**config.mk**
```make
export PLATFORM = sky130hd
export DESIGN_NAME = trap_controller_flat
export DESIGN_NICKNAME = d
export VERILOG_FILES = /design/src/rtl/trap_controller_pkg.sv /design/src/rtl/trap_controller_if.sv /design/src/rtl/trap_controller_exc_priority_enc.sv /design/src/rtl/trap_controller.sv /design/src/flat_wrapper.sv
export SDC_FILE = /design/constraint.sdc
export NUM_CORES = 1
export LEC_CHECK = 0
export ABC_AREA = 1
export ABC_CLOCK_PERIOD_IN_PS = 1800
export CORE_ASPECT_RATIO = 0.6
export CORE_UTILIZATION = 42
export CTS_CLUSTER_DIAMETER = 60
export DETAILED_ROUTE_END_ITERATION = 8
export PLACE_DENSITY_LB_ADDON = 0.12
export SLEW_MARGIN = 30
export SYNTH_ARGS = -nofsm -noshare
export SYNTH_HDL_FRONTEND = slang
export SYNTH_SLANG_ARGS = --single-unit
```
**constraint.sdc**
```tcl
create_clock -name clk -period 1.8 [get_ports clk]
set_input_delay 0.18 -clock clk [delete_from_list [all_inputs] [get_ports clk]]
set_output_delay 0.18 -clock clk [all_outputs]
set_load 0.03 [all_outputs]
```
**src/rtl/trap_controller_pkg.sv**
```systemverilog
// Shared types and cause codes for the machine-mode trap controller.
package trap_controller_pkg;
    localparam int XLEN = 32;

    typedef enum logic [2:0] {
        ST_RUN,
        ST_TRAP,
        ST_REDIRECT,
        ST_RETURN,
        ST_WAIT
    } trap_state_t;

    typedef enum logic [1:0] {
        TVAL_ZERO,
        TVAL_INSTR,
        TVAL_ADDR
    } tval_sel_t;

    typedef struct packed {
        logic illegal;
        logic ecall;
        logic ebreak;
        logic iaddr_mis;
        logic load_mis;
        logic store_mis;
    } exc_req_t;

    localparam logic [XLEN-1:0] EXC_IADDR_MIS = 32'd0;
    localparam logic [XLEN-1:0] EXC_ILLEGAL   = 32'd2;
    localparam logic [XLEN-1:0] EXC_BREAK     = 32'd3;
    localparam logic [XLEN-1:0] EXC_LOAD_MIS  = 32'd4;
    localparam logic [XLEN-1:0] EXC_STORE_MIS = 32'd6;
    localparam logic [XLEN-1:0] EXC_ECALL_M   = 32'd11;
    localparam logic [XLEN-1:0] IRQ_MTIMER    = 32'h8000_0007;
endpackage

```
**src/rtl/trap_controller_if.sv**
```systemverilog
// Datapath/CSR-unit bundle around the trap controller; slave is the controller side.
interface trap_controller_if;
    import trap_controller_pkg::*;

    logic            instr_valid_i;
    logic [XLEN-1:0] pc_i;
    logic [XLEN-1:0] instr_i;
    logic            illegal_i;
    logic            ecall_i;
    logic            ebreak_i;
    logic            iaddr_mis_i;
    logic            load_mis_i;
    logic            store_mis_i;
    logic [XLEN-1:0] bad_addr_i;
    logic            mret_i;
    logic            wfi_i;
    logic            mtime_exc_i;
    logic [XLEN-1:0] mtvec_i;
    logic [XLEN-1:0] mepc_i;
    logic            jumpingToMtvec_o;
    logic [XLEN-1:0] excCause_o;
    logic [XLEN-1:0] trapInfo_o;
    logic [XLEN-1:0] trap_pc_o;
    logic            mret_o;
    logic            flush_o;
    logic            stall_o;
    logic            pc_load_o;
    logic [XLEN-1:0] pc_target_o;

    modport master (
        output instr_valid_i, pc_i, instr_i, illegal_i, ecall_i, ebreak_i,
               iaddr_mis_i, load_mis_i, store_mis_i, bad_addr_i, mret_i, wfi_i,
               mtime_exc_i, mtvec_i, mepc_i,
        input  jumpingToMtvec_o, excCause_o, trapInfo_o, trap_pc_o, mret_o,
               flush_o, stall_o, pc_load_o, pc_target_o
    );

    modport slave (
        input  instr_valid_i, pc_i, instr_i, illegal_i, ecall_i, ebreak_i,
               iaddr_mis_i, load_mis_i, store_mis_i, bad_addr_i, mret_i, wfi_i,
               mtime_exc_i, mtvec_i, mepc_i,
        output jumpingToMtvec_o, excCause_o, trapInfo_o, trap_pc_o, mret_o,
               flush_o, stall_o, pc_load_o, pc_target_o
    );
endinterface

```
**src/rtl/trap_controller_exc_priority_enc.sv**
```systemverilog
// Fixed-priority encoder: six exception requests -> {any, cause, tval source}.
module exc_priority_enc
    import trap_controller_pkg::*;
(
    input  exc_req_t        req,
    output logic            any,
    output logic [XLEN-1:0] cause,
    output tval_sel_t       tval_sel
);
    always_comb begin
        any      = 1'b1;
        cause    = '0;
        tval_sel = TVAL_ZERO;
        if (req.illegal) begin
            cause    = EXC_ILLEGAL;
            tval_sel = TVAL_INSTR;
        end else if (req.ecall) begin
            cause = EXC_ECALL_M;
        end else if (req.ebreak) begin
            cause = EXC_BREAK;
        end else if (req.iaddr_mis) begin
            cause    = EXC_IADDR_MIS;
            tval_sel = TVAL_ADDR;
        end else if (req.load_mis) begin
            cause    = EXC_LOAD_MIS;
            tval_sel = TVAL_ADDR;
        end else if (req.store_mis) begin
            cause    = EXC_STORE_MIS;
            tval_sel = TVAL_ADDR;
        end else begin
            any = 1'b0;
        end
    end
endmodule

```
**src/rtl/trap_controller.sv**
```systemverilog
// Machine-mode trap sequencer between datapath and CSR unit.
// Define TRAP_VECTORED_EN for vectored interrupt redirect; otherwise direct mode.
module trap_controller
    import trap_controller_pkg::*;
(
    input  logic              clk,
    input  logic              rst,
    trap_controller_if.slave  bus
);
    trap_state_t     state_q, state_n;
    logic [XLEN-1:0] cause_q, tval_q, pc_q, wfi_pc_q;
    logic [XLEN-1:0] cause_n, tval_n, pc_n;
    logic            take_trap, take_wfi;

    exc_req_t        req;
    logic            enc_any;
    logic [XLEN-1:0] enc_cause, enc_tval, redirect_pc;
    tval_sel_t       enc_sel;

    logic            jump, mret_s, flush, stall, pc_load;
    logic [XLEN-1:0] pc_target;

    assign req = '{illegal:   bus.illegal_i,   ecall:    bus.ecall_i,
                   ebreak:    bus.ebreak_i,    iaddr_mis: bus.iaddr_mis_i,
                   load_mis:  bus.load_mis_i,  store_mis: bus.store_mis_i};

    exc_priority_enc u_enc (
        .req      (req),
        .any      (enc_any),
        .cause    (enc_cause),
        .tval_sel (enc_sel)
    );

    always_comb begin
        case (enc_sel)
            TVAL_INSTR: enc_tval = bus.instr_i;
            TVAL_ADDR:  enc_tval = bus.bad_addr_i;
            default:    enc_tval = '0;
        endcase
    end

    // Interrupt vectors are offset by 4*code; exceptions always use the base.
`ifdef TRAP_VECTORED_EN
    assign redirect_pc = cause_q[XLEN-1] ? bus.mtvec_i + {cause_q[XLEN-3:0], 2'b00}
                                         : bus.mtvec_i;
`else
    assign redirect_pc = bus.mtvec_i;
`endif

    always_ff @(posedge clk) begin
        if (rst) begin
            state_q  <= ST_RUN;
            cause_q  <= '0;
            tval_q   <= '0;
            pc_q     <= '0;
            wfi_pc_q <= '0;
        end else begin
            state_q <= state_n;
            if (take_trap) begin
                cause_q <= cause_n;
                tval_q  <= tval_n;
                pc_q    <= pc_n;
            end
            if (take_wfi) wfi_pc_q <= bus.pc_i + 32'd4;
        end
    end

    always_comb begin
        state_n   = state_q;
        take_trap = 1'b0;
        take_wfi  = 1'b0;
        cause_n   = '0;
        tval_n    = '0;
        pc_n      = '0;
        jump      = 1'b0;
        mret_s    = 1'b0;
        flush     = 1'b0;
        stall     = 1'b0;
        pc_load   = 1'b0;
        pc_target = '0;
        case (state_q)
            ST_RUN: if (bus.instr_valid_i) begin
                if (enc_any) begin
                    flush = 1'b1; stall = 1'b1; take_trap = 1'b1;
                    cause_n = enc_cause; tval_n = enc_tval; pc_n = bus.pc_i;
                    state_n = ST_TRAP;
                end else if (bus.mtime_exc_i) begin
                    flush = 1'b1; stall = 1'b1; take_trap = 1'b1;
                    cause_n = IRQ_MTIMER; pc_n = bus.pc_i;
                    state_n = ST_TRAP;
                end else if (bus.mret_i) begin
                    flush   = 1'b1;
                    state_n = ST_RETURN;
                end else if (bus.wfi_i) begin
                    take_wfi = 1'b1;
                    state_n  = ST_WAIT;
                end
            end
            ST_TRAP: begin
                jump    = 1'b1;
                stall   = 1'b1;
                state_n = ST_REDIRECT;
            end
            ST_REDIRECT: begin
                pc_load   = 1'b1;
                pc_target = redirect_pc;
                stall     = 1'b1;
                state_n   = ST_RUN;
            end
            ST_RETURN: begin
                mret_s    = 1'b1;
                pc_load   = 1'b1;
                pc_target = bus.mepc_i;
                stall     = 1'b1;
                state_n   = ST_RUN;
            end
            ST_WAIT: begin
                stall = 1'b1;
                if (bus.mtime_exc_i) begin
                    take_trap = 1'b1;
                    cause_n = IRQ_MTIMER; pc_n = wfi_pc_q;
                    state_n = ST_TRAP;
                end
            end
            default: state_n = ST_RUN;
        endcase
    end

    assign bus.jumpingToMtvec_o = jump;
    assign bus.mret_o           = mret_s;
    assign bus.flush_o          = flush;
    assign bus.stall_o          = stall;
    assign bus.pc_load_o        = pc_load;
    assign bus.pc_target_o      = pc_target;
    assign bus.excCause_o       = cause_q;
    assign bus.trapInfo_o       = tval_q;
    assign bus.trap_pc_o        = pc_q;
endmodule

```
**src/flat_wrapper.sv**
```systemverilog
// flat-port wrapper written by rule: the top's interface ports become plain ports
module trap_controller_flat import trap_controller_pkg::*;
  (clk, rst, bus_instr_valid_i, bus_pc_i, bus_instr_i, bus_illegal_i, bus_ecall_i, bus_ebreak_i, bus_iaddr_mis_i, bus_load_mis_i, bus_store_mis_i, bus_bad_addr_i, bus_mret_i, bus_wfi_i, bus_mtime_exc_i, bus_mtvec_i, bus_mepc_i, bus_jumpingToMtvec_o, bus_excCause_o, bus_trapInfo_o, bus_trap_pc_o, bus_mret_o, bus_flush_o, bus_stall_o, bus_pc_load_o, bus_pc_target_o);
  trap_controller_if bus_i ();
  input  logic clk;
  input  logic rst;
  input wire logic [$bits(bus_i.instr_valid_i)-1:0] bus_instr_valid_i;
  input wire logic [$bits(bus_i.pc_i)-1:0] bus_pc_i;
  input wire logic [$bits(bus_i.instr_i)-1:0] bus_instr_i;
  input wire logic [$bits(bus_i.illegal_i)-1:0] bus_illegal_i;
  input wire logic [$bits(bus_i.ecall_i)-1:0] bus_ecall_i;
  input wire logic [$bits(bus_i.ebreak_i)-1:0] bus_ebreak_i;
  input wire logic [$bits(bus_i.iaddr_mis_i)-1:0] bus_iaddr_mis_i;
  input wire logic [$bits(bus_i.load_mis_i)-1:0] bus_load_mis_i;
  input wire logic [$bits(bus_i.store_mis_i)-1:0] bus_store_mis_i;
  input wire logic [$bits(bus_i.bad_addr_i)-1:0] bus_bad_addr_i;
  input wire logic [$bits(bus_i.mret_i)-1:0] bus_mret_i;
  input wire logic [$bits(bus_i.wfi_i)-1:0] bus_wfi_i;
  input wire logic [$bits(bus_i.mtime_exc_i)-1:0] bus_mtime_exc_i;
  input wire logic [$bits(bus_i.mtvec_i)-1:0] bus_mtvec_i;
  input wire logic [$bits(bus_i.mepc_i)-1:0] bus_mepc_i;
  output wire logic [$bits(bus_i.jumpingToMtvec_o)-1:0] bus_jumpingToMtvec_o;
  output wire logic [$bits(bus_i.excCause_o)-1:0] bus_excCause_o;
  output wire logic [$bits(bus_i.trapInfo_o)-1:0] bus_trapInfo_o;
  output wire logic [$bits(bus_i.trap_pc_o)-1:0] bus_trap_pc_o;
  output wire logic [$bits(bus_i.mret_o)-1:0] bus_mret_o;
  output wire logic [$bits(bus_i.flush_o)-1:0] bus_flush_o;
  output wire logic [$bits(bus_i.stall_o)-1:0] bus_stall_o;
  output wire logic [$bits(bus_i.pc_load_o)-1:0] bus_pc_load_o;
  output wire logic [$bits(bus_i.pc_target_o)-1:0] bus_pc_target_o;
  assign bus_i.instr_valid_i = bus_instr_valid_i;
  assign bus_i.pc_i = bus_pc_i;
  assign bus_i.instr_i = bus_instr_i;
  assign bus_i.illegal_i = bus_illegal_i;
  assign bus_i.ecall_i = bus_ecall_i;
  assign bus_i.ebreak_i = bus_ebreak_i;
  assign bus_i.iaddr_mis_i = bus_iaddr_mis_i;
  assign bus_i.load_mis_i = bus_load_mis_i;
  assign bus_i.store_mis_i = bus_store_mis_i;
  assign bus_i.bad_addr_i = bus_bad_addr_i;
  assign bus_i.mret_i = bus_mret_i;
  assign bus_i.wfi_i = bus_wfi_i;
  assign bus_i.mtime_exc_i = bus_mtime_exc_i;
  assign bus_i.mtvec_i = bus_mtvec_i;
  assign bus_i.mepc_i = bus_mepc_i;
  assign bus_jumpingToMtvec_o = bus_i.jumpingToMtvec_o;
  assign bus_excCause_o = bus_i.excCause_o;
  assign bus_trapInfo_o = bus_i.trapInfo_o;
  assign bus_trap_pc_o = bus_i.trap_pc_o;
  assign bus_mret_o = bus_i.mret_o;
  assign bus_flush_o = bus_i.flush_o;
  assign bus_stall_o = bus_i.stall_o;
  assign bus_pc_load_o = bus_i.pc_load_o;
  assign bus_pc_target_o = bus_i.pc_target_o;
  trap_controller u_core (.clk(clk), .rst(rst), .bus(bus_i));
endmodule
```
==> summary by stage, run 1 <==
Run status
The run finished with clean final reports.

Clock network
Clock-pin slew was measured on the worst setup and hold paths at 0.07 ns. The later pin in the worst-skew pair is clocked with a latency of 0.34 ns. The maximum clock path buffer count is 2. The TritonCTS clock tree is yes.

In this run the number of H-tree levels came out at 3. The cell sitting at the root of the clock tree is a clkbuf_16. The number of sinks driven by the clock tree is about 100.

Buffers inserted during clock tree synthesis total 9.

Timing
Across the routed clock network, the largest skew measured is 0.008386 ns. The final-layout worst hold slack is 0.2222 ns. The number of pins exceeding their max-slew limit in the final report is 0. The worst path uses 95.55% of the clock period. Counting I/O delays and the setup requirement, the final critical path takes roughly 1.7 ns. Derived from the worst setup path, the maximum achievable clock frequency is 581.4 MHz.

The number of endpoints with negative hold slack in the final report is 0. Setup violations remaining at the end of the flow were counted as 0.

Floorplan
The total core area is 14,800 sq um. For this configuration, the core starts out at a cell density of a little over two fifths. The area enclosed by the die boundary is 15,980 sq um. The floorplan die height is between 90 and 100 microns.

Measured along the x axis, the die boundary spans 162.6 microns. The top-level I/O count is 305. After floorplanning, the core was divided into 34 placement rows.

Routing
Using the TritonRoute via totals, the vias-per-cell ratio works out to 5.123. After detailed routing, the number of remaining DRC violations is 0. The count of nets left with antenna violations after detail routing is 0. The total detailed-routing wirelength is 24.12 mm. The iteration-0 DRC count of the detailed router is between 600 and 700. The count of TritonRoute iterations in the first routing pass is 7. The number of vias in the routed layout is 8,017. The average wire per standard cell is 15.41 microns.

Synthesis
In this run the mean area of a mapped cell was approximately 6 sq um. The largest family of logic cells by synthesized area is simple AND/OR/NAND/NOR gates. The synthesized netlist devotes 8.918% of its cell area to compound gates. After synthesis, the cell types taking the most area are dfxtp_1, nand2_1, nand3_1, a21oi_1, inv_1. In the synthesized netlist the async set-or-reset flop fraction comes to 0%. The multiplexer share of the synthesized area is 0%. The fraction of the mapped netlist area in adder cells is 0.1926%. Of the synthesized area, sequential elements account for 32.05%.

The biggest area contributor in the post-synthesis netlist is dfxtp_1. The synthesized design contains 0 enable-type register cells. Of the total synthesized cell area, the portion taken by XOR and XNOR cells is 1.213%. During synthesis, Yosys emitted a total of 0 warnings. The number of different library cells in the post-synthesis netlist is 28. The combined area of all synthesized cells is between 6000 and 7000 sq um. Sorting the synthesized cells by how often they occur yields nand2_1, nand3_1, dfxtp_1, a21oi_1, inv_1. After Yosys synthesis, and, or, nand and nor cells account for 44.51% of the synthesized area. After synthesis the netlist holds a flip-flop and latch count of 104. In the post-synthesis netlist, the cell with the most instances is nand2_1. The portion of synthesized cell area occupied by the leading cell type is ~32%.

The top flip-flop cell by instance count after synthesis is dfxtp_1. Synthesis produced 1,068 cells.

Run
The number of max-cap violations is 0.

Global routing
The initial antenna violation count was 0. The pin count of the biggest net entering global routing is between 40 and 50. The number of global-route vias before repair came to around 7k. The global-route wire length before repair is 36.92 mm. The layer with the highest usage is met2.

The met2 usage is a little under half. The combined global-route utilization of all metal layers is 28.95%. The met1 capacity usage during global routing is 38.70%. The total overflow left after global routing is 0. The fraction of met3 tracks used by global routing is under 10%.

Pwr
The fraction of power consumed by the clock network is 30.0%. The net switching share of the total power is 32.08%. The share of total power in sequential cells is 39.6%.

Summed over all cells, the static leakage comes to 4.449 nW. IR analysis of the VDD net gives a maximum drop of about 0.44 mV. Combinational logic is responsible for 30.4% of the overall power. The areal power density over the cells is approximately 610 nW/um^2. The cell-internal power is 0.004213 W. Summed over all nets, the switching power comes to approximately 0.0020 W.

Placement
The detailed placer's ending HPWL is 17.92 mm. The count of port buffers added during placement is 277. The routability-driven placement congestion ratio is between 0.9 and 1.

Cells and area
The number of antenna diodes in the final layout is 0. Relative to the synthesized area, the layout overhead comes to 55.57%. Cells fill 68.26% of the core in the end.

The share of layout cells above drive strength 1 is 11.27%. The net count of the finished layout is 1,537.

Setup path
STA classifies the critical path endpoint as an output port. STA puts the critical path data required time at 1.62 ns. The data arrival time of the worst path is 1.54 ns. Of all nets on the critical path, the largest fanout is 16. By startpoint and endpoint, the worst setup path is classified as reg -> out.

The worst setup path is launched from a flip-flop. The number of cells on the worst reg-to-reg path is 9.

Min path
The path class of the tightest hold or removal check is in -> reg. The worst hold path cell count is 3.
-- critical path, stage by stage (launching register included) --
cell,delay [ns]
dfxtp_1,0.35
inv_2,0.10
nand2_2,0.08
nor2_4,0.18
clkbuf_16,0.21
nand2_1,0.06
nand2_1,0.06
buf_4,0.16
-- placed cells by master, fill, tap and decap left out, types with 6 or more instances in the layout --
| master | instances |
|---|---|
| nand3_1 | 183 |
| clkbuf_16 | 11 |
| clkdlybuf4s50_1 | 238 |
| a21oi_1 | 102 |
| conb_1 | 27 |
| nand4_1 | 37 |
| buf_4 | 95 |
| inv_1 | 83 |
| buf_12 | 13 |
| dfxtp_1 | 103 |
| inv_2 | 7 |
| nor2_4 | 6 |
| nand2_2 | 6 |
| o21ai_0 | 11 |
| nor2_1 | 63 |
| nand3b_1 | 11 |
| nand2_1 | 338 |
-- layer usage --
| metal | vias up | wire, microns | part of all wire, % |
|---|---|---|---|
| li1 | 3993 | - | - |
| met1 | 3671 | 10600 | 44 |
| met2 | 330 | 10800 | 45 |
| met3 | 23 | 2343 | 9.7 |
| met4 | 0 | 371 | 1.5 |
| met5 | - | 0 | 0 |
-- path summary, 6_finish.rpt --
| path | startpoint | slack (ns) | endpoint |
|---|---|---|---|
| max | u_core.state_q[2]$_SDFFE_PP0P_ | 0.08 | bus_pc_target_o[19] |
| max reg2reg | u_core.state_q[2]$_SDFFE_PP0P_ | 0.15 | u_core.bus.trapInfo_o[15]$_SDFFE_PP0P_ |
| min reg2reg | u_core.wfi_pc_q[3]$_SDFFE_PP0P_ | 0.47 | u_core.wfi_pc_q[3]$_SDFFE_PP0P_ |
| min | bus_ecall_i | 0.22 | u_core.bus.excCause_o[3]$_SDFFE_PP0P_ |
-- registers in the layout, summed over array words and instances (netlist names) --
name	count
u_core.bus.excCause_o	5
u_core.bus.trapInfo_o	32
u_core.wfi_pc_q	32
u_core.state_q	3
u_core.bus.trap_pc_o	32
-- power groups by stage --
stage	clock (W)	sequential, W	combinational [W]
2_1_floorplan	0	0.00270	0.000769
3_3_place_gp	0	0.00251	0.00184
3_5_place_dp	0	0.00251	0.00185
4_1_cts	0.00188	0.00246	0.00186
5_1_grt	0.00197	0.00247	0.00202
6_report	0.00186	0.00246	0.00189
-- through the flow --
step / setup TNS (ns) / total power (W) / area (sq um) / setup slack (ns) / instances
finish: 0 / 0.006203 / 10110 / 0.08010 / 1565
global placement: -0.2590 / 0.004352 / 9737 / -0.09352 / 1549
floorplan: 0 / 0.003466 / 6594 / 0.1227 / 1094
global route: -0.01010 / 0.006463 / 10110 / -0.005379 / 1565
CTS: 0 / 0.006201 / 10010 / 0.006079 / 1562
detailed placement: -1.202 / 0.004359 / 9737 / -0.1267 / 1549
-- what timing repair did --
item	4_1_cts	5_1_grt
hold buffers	0	0
endpoints found under the hold margin	0	0
cloned	0	2
pin swaps	0	2
resized for setup	6	16
setup endpoints to repair	26	45
buffers inserted	0	1
-- logic make-up (layout without fill, tap and decap cells) --
| family | after synthesis | after routing |
|---|---|---|
| simple gates | 652 | 652 |
| buf+inv | 186 | 459 |
| compound gates | 115 | 115 |
| flops | 104 | 104 |
| xor+xnor | 9 | 9 |
| fa+ha+maj | 1 | 1 |
| other cells | 1 | 27 |
-- layout make-up --
class | instances | area, sq um
clock buffers | 10 | 239.0
clock inverters | 4 | 31.28
fillers | 1354 | 4698
inverters | 91 | 342.8
multi-input cells | 804 | 3705
flip-flops and latches | 104 | 2083
well taps | 198 | 247.7
repair buffers | 354 | 3457
No activity file was read; power rests on OpenSTA's default activity.
==> inputs of run 2 (changes only) <==
CORE_ASPECT_RATIO = 1.1   (was 0.6)
SLEW_MARGIN = not set   (was 30)
==> run 2 against run 1 <==
Against the previous run:
- via count down 1.2%
- clock power up 11%
- total power grew 3.8%
- worst setup slack got worse by 0.022 ns
- largest cell class unchanged
- largest power group unchanged
==> summary by stage, run 2 (synthesis results as in run 1) <==
Routing
The count of nets left with antenna violations after detail routing was 0 (unchanged). The remaining routing DRC violations is 0 (unchanged). The iteration-0 DRC count of the detailed router is 650 (+4.7%). The number of vias in the routed layout is 7,923 (-1.2%). The total detailed-routing wirelength is 23.51 mm (-2.5%). The average wire per standard cell is 14.97 microns (-2.8%). The via density per instance came to 5.046 (-1.5%). The count of TritonRoute iterations in the first routing pass is 5 (-2).

Clock network
CTS placed an instance of clkbuf_16 at the clock tree root. The maximum clock path buffer count came to 2 (unchanged). The total clock buffers created by CTS is 9 (unchanged). The post-CTS clock slew at the launch and capture registers of the worst setup and hold paths was 0.07 ns (about the same). The clock latency of the later-clocked register in the worst-skew pair is 0.36 ns (+0.02 ns). The number of sinks driven by the clock tree is 104 (unchanged). TritonCTS built the clock tree. The number of buffers inserted by hold repair at cts came to 0 (unchanged). The deepest level of the CTS H-tree is 3 (unchanged).

Setup path
The endpoint class of the critical path is an output port. The endpoint required time on the critical path is 1.62 ns (about the same). The critical path is of the reg -> out type. The kind of start point of the critical path is a flip-flop.

The maximum net fanout on the critical path was 11 (-5). The data arrival time of the worst path is 1.56 ns (+0.02 ns).

Floorplan
The number of cell rows came to 47 (+38%). The horizontal die dimension came to 120.6 microns (-26%). The area enclosed by the die boundary is 15,970 sq um (about the same). The total core area is 15,050 sq um (+1.7%). The initial core utilization was 43.15% (-0.73 points).

The top-level I/O count is 305 (unchanged). The floorplan die height came to 132.4 microns (+35%).

Cells and area
The cell area after layout was 10,210 sq um (+1.0%). The net count of the finished layout came to 1,540 (+0.20%). The share of layout cells above drive strength 1 is 11.59% (+0.32 points).

The filler cell count in the final layout is 1,429 (+5.5%). The area of the multi-input gates came to 3709 sq um (+0.10%). Leaving out fill and tap cells, the most frequent cells in the layout are nand2_1, clkdlybuf4s50_1, nand3_1.

The library cell used most frequently in the layout, excluding fill and tap cells, is nand2_1. The area taken by flip-flops and latches is 2085 sq um (about the same). The area growth from synthesis to layout is 57.18%.

Global routing
The fraction of met3 tracks used by global routing is 5.560% (-2.0 points). The met2 usage is 48.37% (+1.4 points). The pin count of the biggest net entering global routing is 50 (+22%). The number of global-route vias before repair was 7,028 (-0.31%). The combined global-route utilization of all metal layers came to 28.82% (-0.13 points). The global-route wire length before repair is 36.43 mm (-1.3%). The initial antenna violation count was 2 (+2). The global route total overflow was 0 (unchanged).

In this run the most used layer during global routing was met2. The met1 capacity usage during global routing is 35.10% (-3.6 points).

Pwr
The net switching share of the total power is 31.64% (-0.45 points). The share of total power in sequential cells is 38.2% (-1.4 points). The fraction of power consumed by the clock network is 32.1% (+2.1 points). The worst vdd rail ir drop is 0.4387 mV (+0.33%). The cell-internal power is 0.004401 W (+4.5%).

The leakage power figure was 4.468 nW (+0.43%). The proportion of power drawn by combinational gates came to 29.7% (-0.7 points). The total power is 0.006437 W (+3.8%). The reported net switching power came to 0.002037 W (+2.3%).

The areal power density over the cells is 630.4 nW/um^2 (+2.7%).

Timing
The final clock period utilization by the worst path is 96.76% (+1.2 points). Setup repair after global routing could not meet its margin everywhere. The total of endpoints with negative setup slack in the final report is 0 (unchanged). The setup slack after layout is 0.05828 ns (-0.02181 ns). The final period demand of the worst path was 1.742 ns (+0.02181 ns). The maximum clock skew at final layout is 0.008813 ns (+0.0004264 ns). The achievable clock frequency is 574.1 MHz (-1.3%). The number of pins exceeding their max-slew limit in the final report is 0 (unchanged).

The setup TNS is 0 ns (unchanged). The number of endpoints with negative hold slack in the final report is 0 (unchanged).

Placement
The count of port buffers added during placement is 277 (unchanged). The area after detailed placement was 9762 sq um (+0.26%). The pre-CTS worst setup slack came to -0.09785 ns (+0.02888 ns). The detailed placer's ending HPWL was 17.56 mm (-2.0%).

The routability-driven placement congestion ratio is 0.9331 (+2.0%).

Min path
The path class of the tightest hold or removal check is in -> reg.

Run
The number of max-cap violations is 0 (unchanged).

Run status
The flow ran to the end, and the final reports show no timing, DRC or antenna violations.
-- run 2: changes by cell type in the layout (fill, tap and decap cells not counted), moves of 2 or more --
cell / previous run / this run
buf_6: 1 / 7
buf_8: 0 / 2
clkbuf_16: 11 / 9
clkdlybuf4s15_2: 0 / 7
buf_4: 95 / 84
diode_2: 0 / 2
clkinv_4: 2 / 0
-- run 2: worst paths after layout --
path	end	from	cells past startpoint	slack, ns
worst min register to register	u_core.wfi_pc_q[7]$_SDFFE_PP0P_	u_core.wfi_pc_q[7]$_SDFFE_PP0P_	2	0.46
worst min-delay path	u_core.bus.trap_pc_o[14]$_SDFFE_PP0P_	rst	2	0.19
worst max register to register	u_core.bus.trap_pc_o[19]$_SDFFE_PP0P_	u_core.state_q[2]$_SDFFE_PP0P_	10	0.19
worst max-delay path	bus_pc_target_o[28]	u_core.state_q[2]$_SDFFE_PP0P_	8	0.06
-- run 2: final cells by class --
class	count	area share, %
diodes	2	0.04901
inverters	91	3.357
repair buffers	357	34.47
clock inverters	5	0.6127
flip-flops and latches	104	20.41
multi-input cells	804	36.32
clock buffers	11	2.377
well taps	196	2.402
-- run 2: layer usage --
metal | up-vias | part of all wire (%)
met3 | 54 | 6.7
li1 | 4005 | -
met4 | 0 | 3.5
met1 | 3611 | 42
met5 | - | 0
met2 | 253 | 48
-- run 2: repair_timing --
item | in CTS | in global routing
resized for setup | 36 | 15
endpoints found under the setup margin | 17 | 23
pin swaps | 1 | 5
gates cloned | 1 | 0
buffers inserted | 0 | 3
-- run 2: per-stage QoR --
step                      hold slack [ns]  utilization (%)  std cells
after floorplan                    0.3227                -       1094
after global placement             0.4516            64.84       1548
after detailed placement           0.4577            64.84       1548
after CTS                          0.1849            67.34       1565
after global routing               0.2046            67.83       1570
final                              0.1916            67.83       1570
-- run 2: power groups by stage --
stage	clock network, W	registers, W	logic [W]
6_report	0.00207	0.00246	0.00191
2_1_floorplan	0	0.00270	0.000769
3_3_place_gp	0	0.00251	0.00185
3_5_place_dp	0	0.00251	0.00186
5_1_grt	0.00220	0.00247	0.00204
4_1_cts	0.00210	0.00246	0.00188
-- run 2: worst max-delay path: stages (launching register included) --
cell,delay (ns)
dfxtp_1,0.32
inv_1,0.08
nand2_2,0.07
nor2_4,0.14
buf_12,0.15
buf_6,0.13
nand2_1,0.08
nand2_1,0.09
buf_6,0.14
